File: config.mk
export PLATFORM = sky130hd
export DESIGN_NAME = reg_file_2r1w_flat
export DESIGN_NICKNAME = d
export VERILOG_FILES = /design/src/rtl/reg_file_2r1w_if.sv /design/src/rtl/reg_file_2r1w.sv /design/src/flat_wrapper.sv
export SDC_FILE = /design/constraint.sdc
export NUM_CORES = 1
export LEC_CHECK = 0
export CAP_MARGIN = 20
export CORE_ASPECT_RATIO = 1.1
export CORE_MARGIN = 5
export CORE_UTILIZATION = 40
export CTS_CLUSTER_DIAMETER = 150
export CTS_CLUSTER_SIZE = 25
export DETAILED_ROUTE_END_ITERATION = 8
export PLACE_DENSITY_LB_ADDON = 0.2
export REMOVE_ABC_BUFFERS = 1
export SLEW_MARGIN = 40
export SYNTH_ARGS = -nofsm -noshare
export SYNTH_HDL_FRONTEND = slang
export SYNTH_SLANG_ARGS = --single-unit
File: constraint.sdc
create_clock -name CLK -period 1.6 [get_ports CLK]
set_input_delay 0.24 -clock CLK [delete_from_list [all_inputs] [get_ports CLK]]
set_output_delay 0.24 -clock CLK [all_outputs]
set_load 0.01 [all_outputs]
File: src/rtl/reg_file_2r1w_if.sv
// Bus bundle for reg_file_2r1w: write port, two read ports and the exposed register view.
// With RF_PARITY_EN defined, the parity-injection input and per-port parity-error flags are added.
interface reg_file_2r1w_if #(
    parameter int DSIZE   = 8,
    parameter int ASIZE   = 4,
    parameter int NEXPOSE = 4
);
    logic                       WrEn;
    logic [ASIZE-1:0]           WrAddr;
    logic [DSIZE-1:0]           WrData;
    logic [DSIZE/8-1:0]         WrStrb;
    logic                       RdEn_A;
    logic [ASIZE-1:0]           RdAddr_A;
    logic [DSIZE-1:0]           RdData_A;
    logic                       RdValid_A;
    logic                       RdErr_A;
    logic                       RdEn_B;
    logic [ASIZE-1:0]           RdAddr_B;
    logic [DSIZE-1:0]           RdData_B;
    logic                       RdValid_B;
    logic                       RdErr_B;
    logic [NEXPOSE*DSIZE-1:0]   REGS;
`ifdef RF_PARITY_EN
    logic [DSIZE/8-1:0]         ParInj;
    logic                       RdPErr_A;
    logic                       RdPErr_B;

    modport master (
        output WrEn, WrAddr, WrData, WrStrb, ParInj,
        output RdEn_A, RdAddr_A, RdEn_B, RdAddr_B,
        input  RdData_A, RdValid_A, RdErr_A, RdPErr_A,
        input  RdData_B, RdValid_B, RdErr_B, RdPErr_B,
        input  REGS
    );
    modport slave (
        input  WrEn, WrAddr, WrData, WrStrb, ParInj,
        input  RdEn_A, RdAddr_A, RdEn_B, RdAddr_B,
        output RdData_A, RdValid_A, RdErr_A, RdPErr_A,
        output RdData_B, RdValid_B, RdErr_B, RdPErr_B,
        output REGS
    );
`else
    modport master (
        output WrEn, WrAddr, WrData, WrStrb,
        output RdEn_A, RdAddr_A, RdEn_B, RdAddr_B,
        input  RdData_A, RdValid_A, RdErr_A,
        input  RdData_B, RdValid_B, RdErr_B,
        input  REGS
    );
    modport slave (
        input  WrEn, WrAddr, WrData, WrStrb,
        input  RdEn_A, RdAddr_A, RdEn_B, RdAddr_B,
        output RdData_A, RdValid_A, RdErr_A,
        output RdData_B, RdValid_B, RdErr_B,
        output REGS
    );
`endif
endinterface

File: src/rtl/reg_file_2r1w.sv
// Configuration register file: one byte-strobed write port, two independent registered read ports,
// out-of-range flagging and a flat view of the low registers. RF_PARITY_EN adds per-lane even parity.
module reg_file_2r1w #(
    parameter int               DSIZE    = 8,
    parameter int               ASIZE    = 4,
    parameter int               DEPTH    = 16,
    parameter int               NEXPOSE  = 4,
    parameter logic [DSIZE-1:0] RST_VAL2 = 8'h81,
    parameter logic [DSIZE-1:0] RST_VAL3 = 8'h20
) (
    input  logic            CLK,
    input  logic            RST,
    reg_file_2r1w_if.slave  bus
);
    localparam int             NB      = DSIZE / 8;
    localparam logic [ASIZE:0] DEPTH_L = (ASIZE + 1)'(DEPTH);

    function automatic logic [DSIZE-1:0] rst_val(input int idx);
        if (idx == 2)      return RST_VAL2;
        else if (idx == 3) return RST_VAL3;
        else               return '0;
    endfunction

    function automatic logic in_range(input logic [ASIZE-1:0] addr);
        return ({1'b0, addr} < DEPTH_L);
    endfunction

    function automatic logic [NB-1:0] lane_par(input logic [DSIZE-1:0] d);
        logic [NB-1:0] p;
        p = '0;
        for (int k = 0; k < NB; k++) p[k] = ^d[8*k +: 8];
        return p;
    endfunction

    logic [DSIZE-1:0]         mem_r [DEPTH];
    logic                     wr_hit_s;
    logic [DSIZE-1:0]         wr_data_s;
    logic [DSIZE-1:0]         rd_a_data_s, rd_b_data_s;
    logic [DSIZE-1:0]         rd_a_data_r, rd_b_data_r;
    logic                     rd_a_valid_r, rd_b_valid_r;
    logic                     rd_a_err_r, rd_b_err_r;
    logic [NEXPOSE*DSIZE-1:0] regs_s;

    // Write merge: unstrobed lanes keep the currently stored byte.
    always_comb begin
        wr_hit_s  = bus.WrEn && in_range(bus.WrAddr);
        wr_data_s = '0;
        if (in_range(bus.WrAddr)) begin
            wr_data_s = mem_r[bus.WrAddr];
        end else begin
            wr_data_s = '0;
        end
        for (int k = 0; k < NB; k++) begin
            if (bus.WrStrb[k]) begin
                wr_data_s[8*k +: 8] = bus.WrData[8*k +: 8];
            end else begin
                wr_data_s[8*k +: 8] = wr_data_s[8*k +: 8];
            end
        end
    end

    // Storage array; reads below see the pre-write contents of the same cycle.
    always_ff @(posedge CLK) begin
        if (RST) begin
            for (int i = 0; i < DEPTH; i++) mem_r[i] <= rst_val(i);
        end else if (wr_hit_s) begin
            mem_r[bus.WrAddr] <= wr_data_s;
        end
    end

    // Read data selection; out-of-range addresses return zero.
    always_comb begin
        if (in_range(bus.RdAddr_A)) rd_a_data_s = mem_r[bus.RdAddr_A];
        else                        rd_a_data_s = '0;
        if (in_range(bus.RdAddr_B)) rd_b_data_s = mem_r[bus.RdAddr_B];
        else                        rd_b_data_s = '0;
    end

    // Port A output registers; data and error hold while idle.
    always_ff @(posedge CLK) begin
        if (RST) begin
            rd_a_data_r  <= '0;
            rd_a_valid_r <= 1'b0;
            rd_a_err_r   <= 1'b0;
        end else if (bus.RdEn_A) begin
            rd_a_data_r  <= rd_a_data_s;
            rd_a_valid_r <= 1'b1;
            rd_a_err_r   <= !in_range(bus.RdAddr_A);
        end else begin
            rd_a_valid_r <= 1'b0;
        end
    end

    // Port B output registers, same behaviour as port A.
    always_ff @(posedge CLK) begin
        if (RST) begin
            rd_b_data_r  <= '0;
            rd_b_valid_r <= 1'b0;
            rd_b_err_r   <= 1'b0;
        end else if (bus.RdEn_B) begin
            rd_b_data_r  <= rd_b_data_s;
            rd_b_valid_r <= 1'b1;
            rd_b_err_r   <= !in_range(bus.RdAddr_B);
        end else begin
            rd_b_valid_r <= 1'b0;
        end
    end

    // Flat exposure of the low registers straight from storage.
    always_comb begin
        regs_s = '0;
        for (int i = 0; i < NEXPOSE; i++) regs_s[i*DSIZE +: DSIZE] = mem_r[i];
    end

    assign bus.RdData_A  = rd_a_data_r;
    assign bus.RdValid_A = rd_a_valid_r;
    assign bus.RdErr_A   = rd_a_err_r;
    assign bus.RdData_B  = rd_b_data_r;
    assign bus.RdValid_B = rd_b_valid_r;
    assign bus.RdErr_B   = rd_b_err_r;
    assign bus.REGS      = regs_s;

`ifdef RF_PARITY_EN
    logic [NB-1:0] par_r [DEPTH];
    logic          rd_a_perr_s, rd_b_perr_s;
    logic          rd_a_perr_r, rd_b_perr_r;

    // Parity is recomputed over the whole merged word; ParInj flips selected lanes for fault injection.
    always_ff @(posedge CLK) begin
        if (RST) begin
            for (int i = 0; i < DEPTH; i++) par_r[i] <= lane_par(rst_val(i));
        end else if (wr_hit_s) begin
            par_r[bus.WrAddr] <= lane_par(wr_data_s) ^ bus.ParInj;
        end
    end

    // Parity check of the addressed word; out-of-range reads never flag.
    always_comb begin
        if (in_range(bus.RdAddr_A)) rd_a_perr_s = |(par_r[bus.RdAddr_A] ^ lane_par(mem_r[bus.RdAddr_A]));
        else                        rd_a_perr_s = 1'b0;
        if (in_range(bus.RdAddr_B)) rd_b_perr_s = |(par_r[bus.RdAddr_B] ^ lane_par(mem_r[bus.RdAddr_B]));
        else                        rd_b_perr_s = 1'b0;
    end

    // Parity error flags, registered alongside the valid pulses.
    always_ff @(posedge CLK) begin
        if (RST) begin
            rd_a_perr_r <= 1'b0;
            rd_b_perr_r <= 1'b0;
        end else begin
            if (bus.RdEn_A) rd_a_perr_r <= rd_a_perr_s;
            if (bus.RdEn_B) rd_b_perr_r <= rd_b_perr_s;
        end
    end

    assign bus.RdPErr_A = rd_a_perr_r;
    assign bus.RdPErr_B = rd_b_perr_r;
`endif
endmodule

File: src/flat_wrapper.sv
// flat-port wrapper written by rule: the top's interface ports become plain ports
module reg_file_2r1w_flat 
#(
    parameter int               DSIZE    = 8,
    parameter int               ASIZE    = 4,
    parameter int               DEPTH    = 16,
    parameter int               NEXPOSE  = 4,
    parameter logic [DSIZE-1:0] RST_VAL2 = 8'h81,
    parameter logic [DSIZE-1:0] RST_VAL3 = 8'h20
)
  (CLK, RST, bus_WrEn, bus_WrAddr, bus_WrData, bus_WrStrb, bus_RdEn_A, bus_RdAddr_A, bus_RdEn_B, bus_RdAddr_B, bus_RdData_A, bus_RdValid_A, bus_RdErr_A, bus_RdData_B, bus_RdValid_B, bus_RdErr_B, bus_REGS);
  reg_file_2r1w_if #(.DSIZE(DSIZE), .ASIZE(ASIZE), .NEXPOSE(NEXPOSE)) bus_i ();
  input  logic CLK;
  input  logic RST;
  input wire logic [$bits(bus_i.WrEn)-1:0] bus_WrEn;
  input wire logic [$bits(bus_i.WrAddr)-1:0] bus_WrAddr;
  input wire logic [$bits(bus_i.WrData)-1:0] bus_WrData;
  input wire logic [$bits(bus_i.WrStrb)-1:0] bus_WrStrb;
  input wire logic [$bits(bus_i.RdEn_A)-1:0] bus_RdEn_A;
  input wire logic [$bits(bus_i.RdAddr_A)-1:0] bus_RdAddr_A;
  input wire logic [$bits(bus_i.RdEn_B)-1:0] bus_RdEn_B;
  input wire logic [$bits(bus_i.RdAddr_B)-1:0] bus_RdAddr_B;
  output wire logic [$bits(bus_i.RdData_A)-1:0] bus_RdData_A;
  output wire logic [$bits(bus_i.RdValid_A)-1:0] bus_RdValid_A;
  output wire logic [$bits(bus_i.RdErr_A)-1:0] bus_RdErr_A;
  output wire logic [$bits(bus_i.RdData_B)-1:0] bus_RdData_B;
  output wire logic [$bits(bus_i.RdValid_B)-1:0] bus_RdValid_B;
  output wire logic [$bits(bus_i.RdErr_B)-1:0] bus_RdErr_B;
  output wire logic [$bits(bus_i.REGS)-1:0] bus_REGS;
  assign bus_i.WrEn = bus_WrEn;
  assign bus_i.WrAddr = bus_WrAddr;
  assign bus_i.WrData = bus_WrData;
  assign bus_i.WrStrb = bus_WrStrb;
  assign bus_i.RdEn_A = bus_RdEn_A;
  assign bus_i.RdAddr_A = bus_RdAddr_A;
  assign bus_i.RdEn_B = bus_RdEn_B;
  assign bus_i.RdAddr_B = bus_RdAddr_B;
  assign bus_RdData_A = bus_i.RdData_A;
  assign bus_RdValid_A = bus_i.RdValid_A;
  assign bus_RdErr_A = bus_i.RdErr_A;
  assign bus_RdData_B = bus_i.RdData_B;
  assign bus_RdValid_B = bus_i.RdValid_B;
  assign bus_RdErr_B = bus_i.RdErr_B;
  assign bus_REGS = bus_i.REGS;
  reg_file_2r1w #(.DSIZE(DSIZE), .ASIZE(ASIZE), .DEPTH(DEPTH), .NEXPOSE(NEXPOSE), .RST_VAL2(RST_VAL2), .RST_VAL3(RST_VAL3)) u_core (.CLK(CLK), .RST(RST), .bus(bus_i));
endmodule
=== After elaboration in Yosys (flattened, before gate mapping) ===
Memory sizes are Yosys's and may differ from the RTL's. A register that Yosys moved wholly into a read port is not among the register bits.
Index checks and enable logic that the tools add are counted.

* Bits in writable memories: 128
* Input port bits: 26
* Bits in registers: 2
* Memories kept: 1

* Reduce and logical (&&, ||, !) cells: 2
* Muxes and demuxes: 14
* Eq/ne operators: 1

{| class="wikitable"
|+ Memory list
! memory !! depth !! bits a word !! rd ports !! clocked after memory_dff !! wr ports !! RTL line !! text
|-
| u_core.mem_r || 16 || 8 || 6 || 2 || 16 || reg_file_2r1w.sv:35 || <nowiki>logic [DSIZE-1:0] mem_r [DEPTH];</nowiki>
|}

{| class="wikitable"
|+ Operator list
! kind !! count
|-
| 8-bit two-way mux || 5
|-
| 1-bit two-way mux || 8
|-
| 8-bit OR reduction || 1
|-
| 4-bit two-way mux || 1
|-
| 2-bit AND reduction || 1
|-
| 1-bit != test, second input constant || 1
|}

=== Depth between registers and ports, before layout ===
Gate-level depths: netlist of run 1.

* Depth after elaboration: 6
* Depth in mapped cells: 6

=== Worst setup path before layout of run 1 ===
Ideal clock, no wire load.

* Path kind: in2reg
* From: input bus_WrAddr[3]
* To: memory u_core.mem_r[0][0] (enable)
* Data required time: 1.271 ns
* Setup slack: -0.090 ns
* Stages on the path: 4
* Path buffers: 1
* Arrival: 1.361 ns
* Cells stage by stage: or4_4 -> buf_6 -> nor3_4 -> or2_1

{| class="wikitable"
|+ RTL lines
! item !! RTL line !! text
|-
| start, declared || flat_wrapper.sv:16 || <nowiki>input wire logic [$bits(bus_i.WrAddr)-1:0] bus_WrAddr;</nowiki>
|-
| end, declared || reg_file_2r1w.sv:35 ||
|}

==> results.py, run 1 <==
metrics = {
    "yosys": {
        "synth_top_family_by_area": "simple AND/OR/NAND/NOR gates",
        "async_flop_share_pct": 0,
        "yosysUniqueCellTypes": 29,
        "postSynthCellCount": 647,
        "yosysTopAreaCell": "edfxtp_1",
        "synth_xor_area_share_pct": 0,
        "synth_seq_cells": 146,
        "synthAdderAreaFrac_pct": 0,
        "netlist_area_um2": 7670,
        "synth.top_cell.area_share_pct": 50.1,
        "ys_seq_area_share_pct": 54.8,
        "yosys.area_share.simple_pct": 19.8,
        "synth-compound-area-share_pct": 5.74,
        "synth_edf_count": 128,
        "syn_area_per_cell_um2": 11.9,
        "synthTopCellsByCount": "edfxtp_1 (128), mux2i_1 (128), and2_1 (127)",
        "yosysWarnings": 0,
        "synth-main-ff-cell": "edfxtp_1",
        "synthMuxAreaShare_pct": 16.7,
        "synth_area_leaders": "edfxtp_1 (50%), mux2i_1 (17%), and2_1 (10%)",
    },
    "setup_path": {
        "worstSetupPathType": "primary input to flop",
        "arrival_ns": 1.71,
        "end_kind": "flop",
        "cp.required_ns": 1.75,
        "critPathMaxFanout": 8,
        "critPathLaunchType": "primary input",
    },
    "cells_and_area": {
        "multi_input_area_um2": 3280,
        "final_nets": 815,
        "drive_above_1_share_pct": 19.0,
        "seqCellArea_um2": 4200,
        "stdcell_area_um2": 9920,
        "post-route-util_pct": 52.3,
        "syn2layout_area_growth_pct": 29.3,
        "num-fill-cells": 1689,
        "layoutNonFillerInstCount": 1050,
    },
    "outcome": {
        "status": "complete, no violations",
    },
    "hold_path": {
        "hold_class": "primary input to flop",
    },
    "placement": {
        "placed_area_um2": 9150,
        "gp_congestion": 1.02,
        "dp_hpwl_um": 19300,
        "port_buffers": 75,
        "placedCellCount": 1001,
    },
    "sta": {
        "clock_skew_ns": 0.00882,
        "worst_slew_pin_slew_ns": 0.733,
        "fin_crit_ns": 1.56,
        "fmax_ghz": 0.639,
        "relSlewSlack_pct": 51.1,
        "slew_viol_final": 0,
        "hold_violations": 0,
        "setup_tns_ns": 0,
        "rsz0062_at_grt": "no",
        "setup_viol": 0,
        "period_share_pct": 97.7,
    },
    "die": {
        "fp.coreArea_um2": 19000,
        "die-area_um2": 22000,
        "chipWidth_um": 142,
        "fp.dieH_um": 155,
        "ios": 78,
        "row_count": 53,
        "start_util_pct": 40.4,
    },
    "cts": {
        "cts_tree": "yes",
        "cts_buffer_depth": 2,
        "clockRootBuffer": "clkbuf_16",
        "htree_levels": 4,
        "clk_pin_slew_ns": 0.07,
        "insertion_delay_ns": 0.43,
        "cts-buffers-inserted": 17,
        "clock_sinks": 146,
    },
    "power": {
        "ir_drop_v": 0.000783,
        "power_leakage_nw": 4.24,
        "p_per_area_nw_per_um2": 1010,
    },
    "grt": {
        "grt_usage_pct": 23.5,
        "grt_pass1_vias": 5878,
        "grt_pass1_wl_um": 37400,
        "grt_max_degree": 31,
        "grt_overflow": 0,
        "antenna_found_initial": 0,
    },
    "drt": {
        "drt-total-wl_um": 25500,
        "drt_iter0_markers": 603,
        "drt_first_pass_iters": 5,
        "drc": 0,
        "vias": 5710,
        "wl_per_cell_um": 24.3,
        "ant_nets": 0,
        "vias_per_cell": 5.44,
    },
    "job": {
        "drv_cap": 0,
    },
}
per-layer routing:
metal	global-route usage, %	share of wire (%)	wire length (µm)	up-vias
li1	-	-	-	2654
met1	32.1	44	11100	2815
met2	38.9	48	12400	201
met3	3.32	5.6	1430	40
met4	7.50	2.3	583	0
met5	0	0	0	-
path summary, 6_finish.rpt:
path | startpoint | to | slack, ns | cells past startpoint
setup / recovery | bus_WrAddr[3] | u_core.mem_r[0][0] | 0.04 | 4
hold / removal | bus_WrAddr[2] | u_core.mem_r[2][0] | 0.39 | 3
setup reg to reg | u_core.mem_r[0][2] | u_core.bus.RdData_B[2] | 0.27 | 5
hold reg to reg | u_core.bus.RdData_A[2] | u_core.bus.RdData_A[2] | 0.45 | 2
power breakdown:
part           internal [mW]  leakage (nW)  switching (mW)
combinational          0.570          2.57           0.711
sequential              4.36          1.37           0.177
clock                   2.38         0.295            1.80
total                   7.31          4.24            2.69
registers in the layout, summed over array words and instances, names as in the netlist:
name                  cells
u_core.mem_r            128
u_core.bus.RdValid_A      1
u_core.bus.RdData_A       8
u_core.bus.RdValid_B      1
u_core.bus.RdData_B       8
critical path, stage by stage:
cell,delay (ns)
clkdlybuf4s50_1,0.42
or4_4,0.59
nor3_4,0.24
or2_4,0.21
timing repair:
item                                    in CTS  in global routing
hold buffers                                 0                  0
endpoints found under the setup margin      80                135
gates resized for setup                     38                 23
pin swaps                                    1                  5
setup buffers                               16                  0
hold endpoints to repair                     0                  0
cell usage in the layout (no fill, tap or decap), types with 2 or more instances in the layout:
cell	synthesis	routed
dlymetal6s2s_1	0	18
buf_12	0	7
a21oi_1	16	16
inv_8	0	5
nor2_4	2	2
dfxtp_1	18	18
buf_4	10	85
nor3_2	1	2
nand3b_1	2	2
a22oi_1	48	48
dlygate4sd2_1	0	32
nand3_1	48	48
nor2_1	13	11
bufinv_16	0	2
clkinvlp_4	0	2
clkbuf_16	0	17
inv_6	0	5
mux2i_1	128	128
or2_4	0	7
nand2_1	34	34
or3_1	3	3
nand2b_1	2	2
nor2b_1	8	6
and2_1	127	127
nand4b_1	2	2
or2_2	15	9
edfxtp_1	128	128
nor2b_2	1	3
nor2_2	1	3
clkdlybuf4s50_1	0	23
conb_1	1	2
final cells by class:
type | count | share of cell area (%)
tap | 247 | 3.12
clock inverter | 15 | 1.85
multi-input combinational | 459 | 33.1
sequential | 146 | 42.4
antenna | 1 | 0.0252
timing repair buffer | 165 | 15.3
clock buffer | 17 | 4.29
logic make-up (layout without fill, tap and decap cells):
group / Yosys count / count (layout)
AOI/OAI and AO/OA: 64 / 64
muxes: 128 / 128
DFF: 146 / 146
other: 1 / 3
buffers and inverters: 43 / 197
and+or+nand+nor: 265 / 265
per-stage QoR:
| stage | power, mW | setup WS [ns] | hold slack (ns) |
|---|---|---|---|
| after floorplan | 5.04 | -0.0488 | 0.319 |
| after global placement | 5.88 | -0.527 | 0.442 |
| after detailed placement | 5.90 | -0.621 | 0.450 |
| after CTS | 10.0 | 0.0000127 | 0.411 |
| after global routing | 10.3 | 0.00185 | 0.413 |
| final | 10.0 | 0.0360 | 0.387 |
No activity file was read; power rests on OpenSTA's default activity.
==> inputs of run 2 (changes only) <==
--- a/config.mk
+++ b/config.mk
@@ -12,7 +12,7 @@
 export CTS_CLUSTER_DIAMETER = 150
 export CTS_CLUSTER_SIZE = 25
 export DETAILED_ROUTE_END_ITERATION = 8
-export PLACE_DENSITY_LB_ADDON = 0.2
+export PLACE_DENSITY = 0.66
 export REMOVE_ABC_BUFFERS = 1
 export SLEW_MARGIN = 40
 export SYNTH_ARGS = -nofsm -noshare
==> results.py, run 2 (synthesis results as in run 1) <==
metrics = {
    "outcome": {
        "status": "complete, no violations",
    },
    "setup_path": {
        "end_kind": "primary output",
        "worstSetupPathType": "flop to primary output",
        "critPathTopFamily": "buffers and inverters",
        "critPathLaunchType": "flop",
        "critPathBufInv": 1,
        "crit_chain": "clkdlybuf4s50_1",
        "worst_path_max_delay_cell": "clkdlybuf4s50_1",
        "arrival_ns": 1.35,
        "cp.required_ns": 1.36,
        "critPathMaxFanout": 2,
        "crit_cells": 1,
        "rr_worst_depth": 5,
        "slowest_delay_ns": 0.55,
        "reg2reg_setup_slack_ns": 0.26,
    },
    "die": {
        "die-area_um2": 22000,
        "chipWidth_um": 142,
        "fp.coreArea_um2": 19000,
        "start_util_pct": 40.4,
        "fp.dieH_um": 155,
        "ios": 78,
        "row_count": 53,
    },
    "cts": {
        "insertion_delay_ns": 0.42,
        "cts_buffer_depth": 2,
        "cts_tree": "yes",
        "clockRootBuffer": "clkbuf_16",
        "clock_sinks": 146,
        "holdBufCountCts": 0,
        "clk_pin_slew_ns": 0.06,
        "htree_levels": 4,
        "cts-buffers-inserted": 17,
    },
    "drt": {
        "vias_per_cell": 5.51,
        "drt_iter0_markers": 534,
        "vias": 5739,
        "wl_per_cell_um": 23.6,
        "drt-total-wl_um": 24600,
        "drt_first_pass_iters": 5,
        "ant_nets": 0,
        "drc": 0,
    },
    "placement": {
        "placedCellCount": 994,
        "gp_congestion": 0.935,
        "port_buffers": 75,
        "dp_hpwl_um": 18700,
    },
    "sta": {
        "fmax_ghz": 0.631,
        "period_share_pct": 99.1,
        "rsz0062_at_grt": "no",
        "clock_skew_ns": 0.00700,
        "relSlewSlack_pct": 55.5,
        "setup_viol": 0,
        "worst_slew_pin_slew_ns": 0.666,
        "slew_viol_final": 0,
        "hold_violations": 0,
        "fin_crit_ns": 1.59,
    },
    "grt": {
        "grt_pass1_wl_um": 36800,
        "grt_overflow": 0,
        "grt_pass1_vias": 6046,
        "antenna_found_initial": 1,
        "grt_max_degree": 31,
        "grt_usage_pct": 22.6,
    },
    "power": {
        "power_leakage_nw": 4.13,
        "power_mw": 9.98,
        "p_per_area_nw_per_um2": 1010,
        "ir_drop_v": 0.000756,
    },
    "cells_and_area": {
        "layout_common_cells": "mux2i_1 (128), edfxtp_1 (128), and2_1 (127)",
        "antenna_cells": 0,
        "final_nets": 809,
        "syn2layout_area_growth_pct": 28.4,
        "largest-register": "u_core.mem_r",
        "drive_above_1_share_pct": 17.6,
        "largest_reg_flops": 128,
        "post-route-util_pct": 51.9,
        "layoutNonFillerInstCount": 1042,
        "num-fill-cells": 1687,
    },
    "job": {
        "drv_cap": 0,
    },
    "hold_path": {
        "hold_class": "primary input to flop",
        "hold_path_depth": 2,
    },
}
run 2: cell types whose count changed in the layout (fill, tap and decap cells not counted), sizes merged:
cell	before	now
clkdlybuf4s50	23	27
clkinvlp	2	5
clkinv	1	4
dlygate4sd2	32	34
bufinv	2	4
diode	1	0
buf	92	86
inv	10	1
dlymetal6s2s	18	12
run 2: metal layers:
layer  share of wire (%)  global-route usage [%]
met4                 4.2                    10.6
met5               0.045                       0
met3                 5.9                    4.09
met1                  42                    29.5
met2                  48                    36.4
run 2: final timing paths:
kind | start | end
max | u_core.mem_r[0][4] | bus_REGS[4]
min | bus_RdEn_A | u_core.bus.RdValid_A
max reg2reg | u_core.mem_r[0][2] | u_core.bus.RdData_B[2]
min reg2reg | u_core.bus.RdData_B[2] | u_core.bus.RdData_B[2]
run 2: power breakdown:
group,internal (mW),switching (mW)
clock network,2.59,1.60
registers,4.37,0.174
logic,0.550,0.694
total,7.51,2.47
run 2: repair_timing:
| item | CTS | global route |
|---|---|---|
| pin swaps | 2 | 0 |
| gates resized for setup | 35 | 13 |
| setup endpoints to repair | 94 | 28 |
| buffers inserted | 17 | 0 |
run 2: area by class of cell:
class | instances | area, µm² | area share [%]
Timing Repair Buffer | 159 | 1460 | 14.9
Tap cell | 247 | 309 | 3.14
Multi-Input combinational cell | 459 | 3250 | 33.0
Clock buffer | 17 | 425 | 4.32
Sequential cell | 146 | 4200 | 42.7
Clock inverter | 14 | 189 | 1.92
run 2: stage by stage:
stage          hold slack, ns  instance area (µm²)  setup TNS, ns  setup WS, ns
2_1_floorplan           0.319                 7450         -0.390       -0.0488
3_3_place_gp            0.453                 9110         -89.32        -0.506
3_5_place_dp            0.444                 9110        -104.46        -0.586
4_1_cts                 0.429                 9810              0       0.00159
5_1_grt                 0.455                 9840              0      0.000437
6_report                0.450                 9840              0        0.0150
